**src/rtl/loader_pkg.sv**
```systemverilog
// Shared definitions for the boot-time program loader.
// State encoding and word geometry used by the FSM and the byte packer.
package loader_pkg;

    localparam int WORD_BYTES = 4;

    localparam logic [2:0] ST_IDLE  = 3'd0;
    localparam logic [2:0] ST_RECV  = 3'd1;
    localparam logic [2:0] ST_WRITE = 3'd2;
    localparam logic [2:0] ST_DONE  = 3'd3;
    localparam logic [2:0] ST_ERROR = 3'd4;

endpackage

```
**src/rtl/byte_packer.sv**
```systemverilog
// Assembles big-endian bytes into 32-bit words.
// Bytes not received before the closing byte stay zero (padding).
module byte_packer
    import loader_pkg::*;
(
    input  logic        clk,
    input  logic        rst_n,
    input  logic        i_clear,
    input  logic        i_accept,
    input  logic [7:0]  i_data,
    input  logic        i_last,
    output logic [31:0] o_word,
    output logic        o_close,
    output logic        o_last
);

    localparam int CNT_W = $clog2(WORD_BYTES);

    logic [31:0]      r_word;
    logic [CNT_W-1:0] r_cnt;
    logic             r_last;
    logic             w_full;

    assign w_full  = (r_cnt == CNT_W'(WORD_BYTES - 1));
    assign o_close = i_accept && (i_last || w_full);
    assign o_word  = r_word;
    assign o_last  = r_last;

    always_ff @(posedge clk or negedge rst_n) begin
        if (!rst_n) begin
            r_word <= '0;
            r_cnt  <= '0;
            r_last <= 1'b0;
        end else if (i_clear) begin
            r_word <= '0;
            r_cnt  <= '0;
            r_last <= 1'b0;
        end else if (i_accept) begin
            unique case (r_cnt)
                2'd0:    r_word[31:24] <= i_data;
                2'd1:    r_word[23:16] <= i_data;
                2'd2:    r_word[15:8]  <= i_data;
                default: r_word[7:0]   <= i_data;
            endcase
            if (o_close) begin
                r_cnt  <= '0;
                r_last <= i_last;
            end else begin
                r_cnt  <= r_cnt + 1'b1;
            end
        end
    end

endmodule

```
**src/rtl/program_loader.sv**
```systemverilog
// Streams a byte image into instruction memory while holding the CPU.
// FSM and write pointer live here; word assembly is in byte_packer.
module program_loader
    import loader_pkg::*;
#(
    parameter int              ADDR_W    = 8,
    parameter logic [ADDR_W-1:0] BASE_ADDR = '0
) (
    input  logic              Clk,
    input  logic              R,
    input  logic              start,
    input  logic              byte_valid,
    input  logic [7:0]        byte_data,
    input  logic              byte_last,
    output logic              byte_ready,
    output logic              mem_we,
    output logic [ADDR_W-1:0] mem_addr,
    output logic [31:0]       mem_wdata,
    output logic              cpu_hold,
    output logic              done,
    output logic              err
);

    // Highest word-aligned address; writing there without byte_last overflows.
    localparam logic [ADDR_W-1:0] LAST_PTR = {{(ADDR_W-2){1'b1}}, 2'b00};

    logic [2:0]        r_state;
    logic [ADDR_W-1:0] r_ptr;

    logic        w_recv;
    logic        w_write;
    logic        w_accept;
    logic        w_begin;
    logic        w_clear;
    logic        w_close;
    logic        w_last;
    logic [31:0] w_word;

    assign w_recv   = (r_state == ST_RECV);
    assign w_write  = (r_state == ST_WRITE);
    assign w_accept = byte_valid && w_recv;
    assign w_begin  = start && ((r_state == ST_IDLE) ||
                                (r_state == ST_DONE) ||
                                (r_state == ST_ERROR));
    assign w_clear  = w_begin || w_write;

    byte_packer u_packer (
        .clk      (Clk),
        .rst_n    (R),
        .i_clear  (w_clear),
        .i_accept (w_accept),
        .i_data   (byte_data),
        .i_last   (byte_last),
        .o_word   (w_word),
        .o_close  (w_close),
        .o_last   (w_last)
    );

    always_ff @(posedge Clk or negedge R) begin
        if (!R) begin
            r_state <= ST_IDLE;
            r_ptr   <= '0;
        end else begin
            case (r_state)
                ST_IDLE, ST_DONE, ST_ERROR: begin
                    if (start) begin
                        r_state <= ST_RECV;
                        r_ptr   <= BASE_ADDR;
                    end
                end
                ST_RECV: begin
                    if (w_close) begin
                        r_state <= ST_WRITE;
                    end
                end
                ST_WRITE: begin
                    if (w_last) begin
                        r_state <= ST_DONE;
                    end else if (r_ptr == LAST_PTR) begin
                        r_state <= ST_ERROR;
                    end else begin
                        r_ptr   <= r_ptr + ADDR_W'(4);
                        r_state <= ST_RECV;
                    end
                end
                default: begin
                    r_state <= ST_IDLE;
                end
            endcase
        end
    end

    assign byte_ready = w_recv;
    assign mem_we     = w_write;
    assign mem_addr   = w_write ? r_ptr : '0;
    assign mem_wdata  = w_write ? w_word : '0;
    assign cpu_hold   = (r_state != ST_DONE);
    assign done       = (r_state == ST_DONE);
    assign err        = (r_state == ST_ERROR);

endmodule

```
**config.mk**
```make
export PLATFORM = sky130hd
export DESIGN_NAME = program_loader
export DESIGN_NICKNAME = d
export VERILOG_FILES = /design/src/rtl/loader_pkg.sv /design/src/rtl/byte_packer.sv /design/src/rtl/program_loader.sv
export SDC_FILE = /design/constraint.sdc
export NUM_CORES = 1
export LEC_CHECK = 0
export ABC_AREA = 1
export CAP_MARGIN = 20
export CORE_MARGIN = 5
export CORE_UTILIZATION = 45
export DETAILED_ROUTE_END_ITERATION = 6
export GPL_ROUTABILITY_DRIVEN = 0
export PLACE_DENSITY = 0.73
export SYNTH_ARGS = -nofsm -noshare
export SYNTH_HDL_FRONTEND = slang
export SYNTH_HIERARCHICAL = 1
export SYNTH_SLANG_ARGS = --single-unit
```
**constraint.sdc**
```tcl
create_clock -name Clk -period 4.2 [get_ports Clk]
set_input_delay 0.42 -clock Clk [delete_from_list [all_inputs] [get_ports Clk]]
set_output_delay 0.42 -clock Clk [all_outputs]
set_load 0.05 [all_outputs]
```
==> summary.md <==
| Metric | Value |
|---|---|
| Status | `finished, final reports clean` |
| Worst vdd ir | `345 µV` |
| Die span in x | `85.6 µm` |
| Post-route ant nets | `0` |
| Tmin final | `2720 ps` |
| Slew @ Worst Pin | `958 ps` |
| Async SR Flop Fraction | `100%` |
| Number of max-cap violations | `0` |
| CP Max Fanout | `46` |
| Ant diodes | `0` |
| GRT overflow | `0` |
| Initial antenna violation count | `0` |
| Period utilization | `64.7%` |
| Wire per inst | `11.8 µm` |
| Setup repair after global routing missed its margin | `no` |
| Post-synthesis sequential area ratio | `42.8%` |
| Setup Total Neg Slack | `0 ps` |
| Vias/cell | `4.59` |
| Core ar. | `5540 µm²` |
| PortBufs | `55` |
| Worst Path Arrival | `2300 ps` |
| Relative slew slack | `36.1%` |
| Wirelength, routed | `5700 µm` |
| Die area | `7340 µm²` |
| CTS clk-pin slew, worst paths | `80 ps` |
| Cell Pwr Density | `662 nW/µm²` |
| Top post-synthesis cells by area | `dfrtp_1 (43%), nand2_1 (15%), nor2_1 (8.6%)` |
| Largest area contributor in the netlist | `dfrtp_1` |
| Critical path cell sequence | `inv_2 -> nand3_4 -> nor2_1 -> clkdlybuf4s50_1` |
| Mean area per synthesized cell | `7.21 µm²` |
| Area Growth Syn to Fin | `24.8%` |
| Ys Warns | `6` |
| Yosys reg bits | `44` |
| Rows | `27` |
| Data required, critical path | `3780 ps` |
| Via count | `2209` |
| Area share of the largest cell type after synthesis | `42.8%` |
| Vias in the first global route | `2052` |
| Global-route wire length before repair | `9580 µm` |
| Crit-path max cell delay | `840 ps` |
| # H-tree levels | `2` |
| Endpoints failing hold | `0` |
| Mapped cell area | `2570 µm²` |
| Setup crit end kind | `output port` |
| Post-CTS setup buffers | `0` |
| Die height | `85.6 µm` |
| Net count reported at finish | `428` |
| Slowest-stage cell, CP | `clkdlybuf4s50_1` |
| Top achievable clock speed | `0.368 GHz` |
| Kind of critical path | `reg -> out` |
| CTS buffer count | `5` |
| Post-synth top flop | `dfrtp_1` |
| Clock buffer depth | `2` |
| Commonest cells in the synthesized netlist | `nand2_1 (105), nor2_1 (59), inv_1 (57)` |
| FILL cells | `528` |
| Final Slew Violations | `0` |
| Critical path startpoint category | `register` |
| Power, Total | `2.13 mW` |
| Leakage | `1.64 nW` |
| CTS-repair resized insts | `0` |
| Worst Skew | `6.13 ps` |
| EDFF count, synth | `0` |
| 1st-pass router iterations | `4` |
| Largest net degree at the start of global routing | `47` |
| I/O pin cnt | `58` |
| Initial DRC count | `113` |
| HP Class | `in -> async` |
| Final setup viols | `0` |
| Clock network latency to the later pin of the worst-skew pair | `290 ps` |
| Top-count cell post-synth | `nand2_1` |
| Initial Util | `46.5%` |
| Dpl hpwl | `3950 µm` |
| Yosys cell types | `26` |
| CTS tree | `done` |
| Layout cell share with drive strength beyond 1 | `7.09%` |
| DRC viols | `0` |
| CTS Sinks | `44` |
| Clock root buffer | `clkbuf_8` |
| Post-Syn Instances | `357` |
| Gr usage total | `16.3%` |
| Hold_buf cts | `0` |
layout make-up:
cell class	instances	area [µm²]	area share [%]
tap	72	90.1	2.80
multi-input combinational	239	1140	35.6
inverter	63	244	7.59
sequential	44	1100	34.3
clock buffer	8	90.1	2.80
timing repair buffer	55	546	17.0
metal layers:
metal  up-vias  part of all wire [%]  wire [µm]  track usage [%]
li1       1164                     -          -                -
met2        63                    41       2360             23.8
met4         0                  0.90         51             4.32
met5         -                     0          0                0
met3         5                   5.5        313             4.51
met1       977                    52       2970             23.6
flip-flops by register name, summed over array words and instances (netlist names):
signal / cells
r_ptr: 6
r_state: 3
u_packer/o_last: 1
u_packer/o_word: 32
u_packer/r_cnt: 2
stage by stage:
stage | util (%) | hold slack, ps | std cells | instance area [µm²] | setup WS, ps
floorplan | - | 124 | 358 | 2580 | 2350
global placement | 56.4 | 495 | 473 | 3120 | 1840
detailed placement | 56.4 | 497 | 473 | 3120 | 1790
CTS | 58.0 | 307 | 481 | 3210 | 1450
global route | 58.0 | 342 | 481 | 3210 | 1310
finish | 58.0 | 271 | 481 | 3210 | 1480
path summary, 6_finish.rpt:
path                                                  from                              end  slack [ps]  depth (start not counted)
hold reg to reg            u_packer/o_word[12]$_DFFE_PN0P_  u_packer/o_word[12]$_DFFE_PN0P_         510                          2
hold / removal                                           R  u_packer/o_word[12]$_DFFE_PN0P_         270                          1
setup reg to reg                    r_state[1]$_DFFE_PN0P_           r_state[2]$_DFFE_PN0P_        2150                          8
max in group asynchronous                                R  u_packer/o_word[24]$_DFFE_PN0P_        3330                          1
min in group Clk           u_packer/o_word[12]$_DFFE_PN0P_  u_packer/o_word[12]$_DFFE_PN0P_         510                          2
setup / recovery                    r_state[2]$_DFFE_PN0P_                     mem_wdata[6]        1480                          4
kinds of logic (layout without fill, tap and decap cells):
logic type / count (synthesis) / after routing / share of synthesized area [%]
AOI/OAI and AO/OA: 8 / 8 / 1.75
xor gates and xnor gates: 1 / 1 / 0.340
adders and majority gates: 7 / 7 / 3.40
buffers and inverters: 75 / 126 / 13.0
DFF: 44 / 44 / 42.8
other: 1 / 2 / 0.146
and+or+nand+nor: 221 / 221 / 38.6
cells in the final DEF, fill, tap and decap left out, drive strengths merged:
cell and count:
a21oi 1, buf 1, clkbuf 8, clkdlybuf4s50 54
conb 2, dfrtp 44, ha 7, inv 63
nand2 117, nand3 40, nand4 2, nor2 61
nor3 1, o21ai 6, o22ai 1, xor2 1
worst max-delay path, delay by kind of cell (launching register included):
kind / cells / cell delay (ps)
flops: 1 / 400
simple gates: 2 / 660
buf+inv: 2 / 950
power by group:
part           internal, mW  switching [mW]  leakage, nW
clock network         0.134           0.135       0.0455
logic                 0.361           0.806         1.03
registers             0.582           0.109        0.572
total                  1.08            1.05         1.64
No activity file was read; power rests on OpenSTA's default activity.
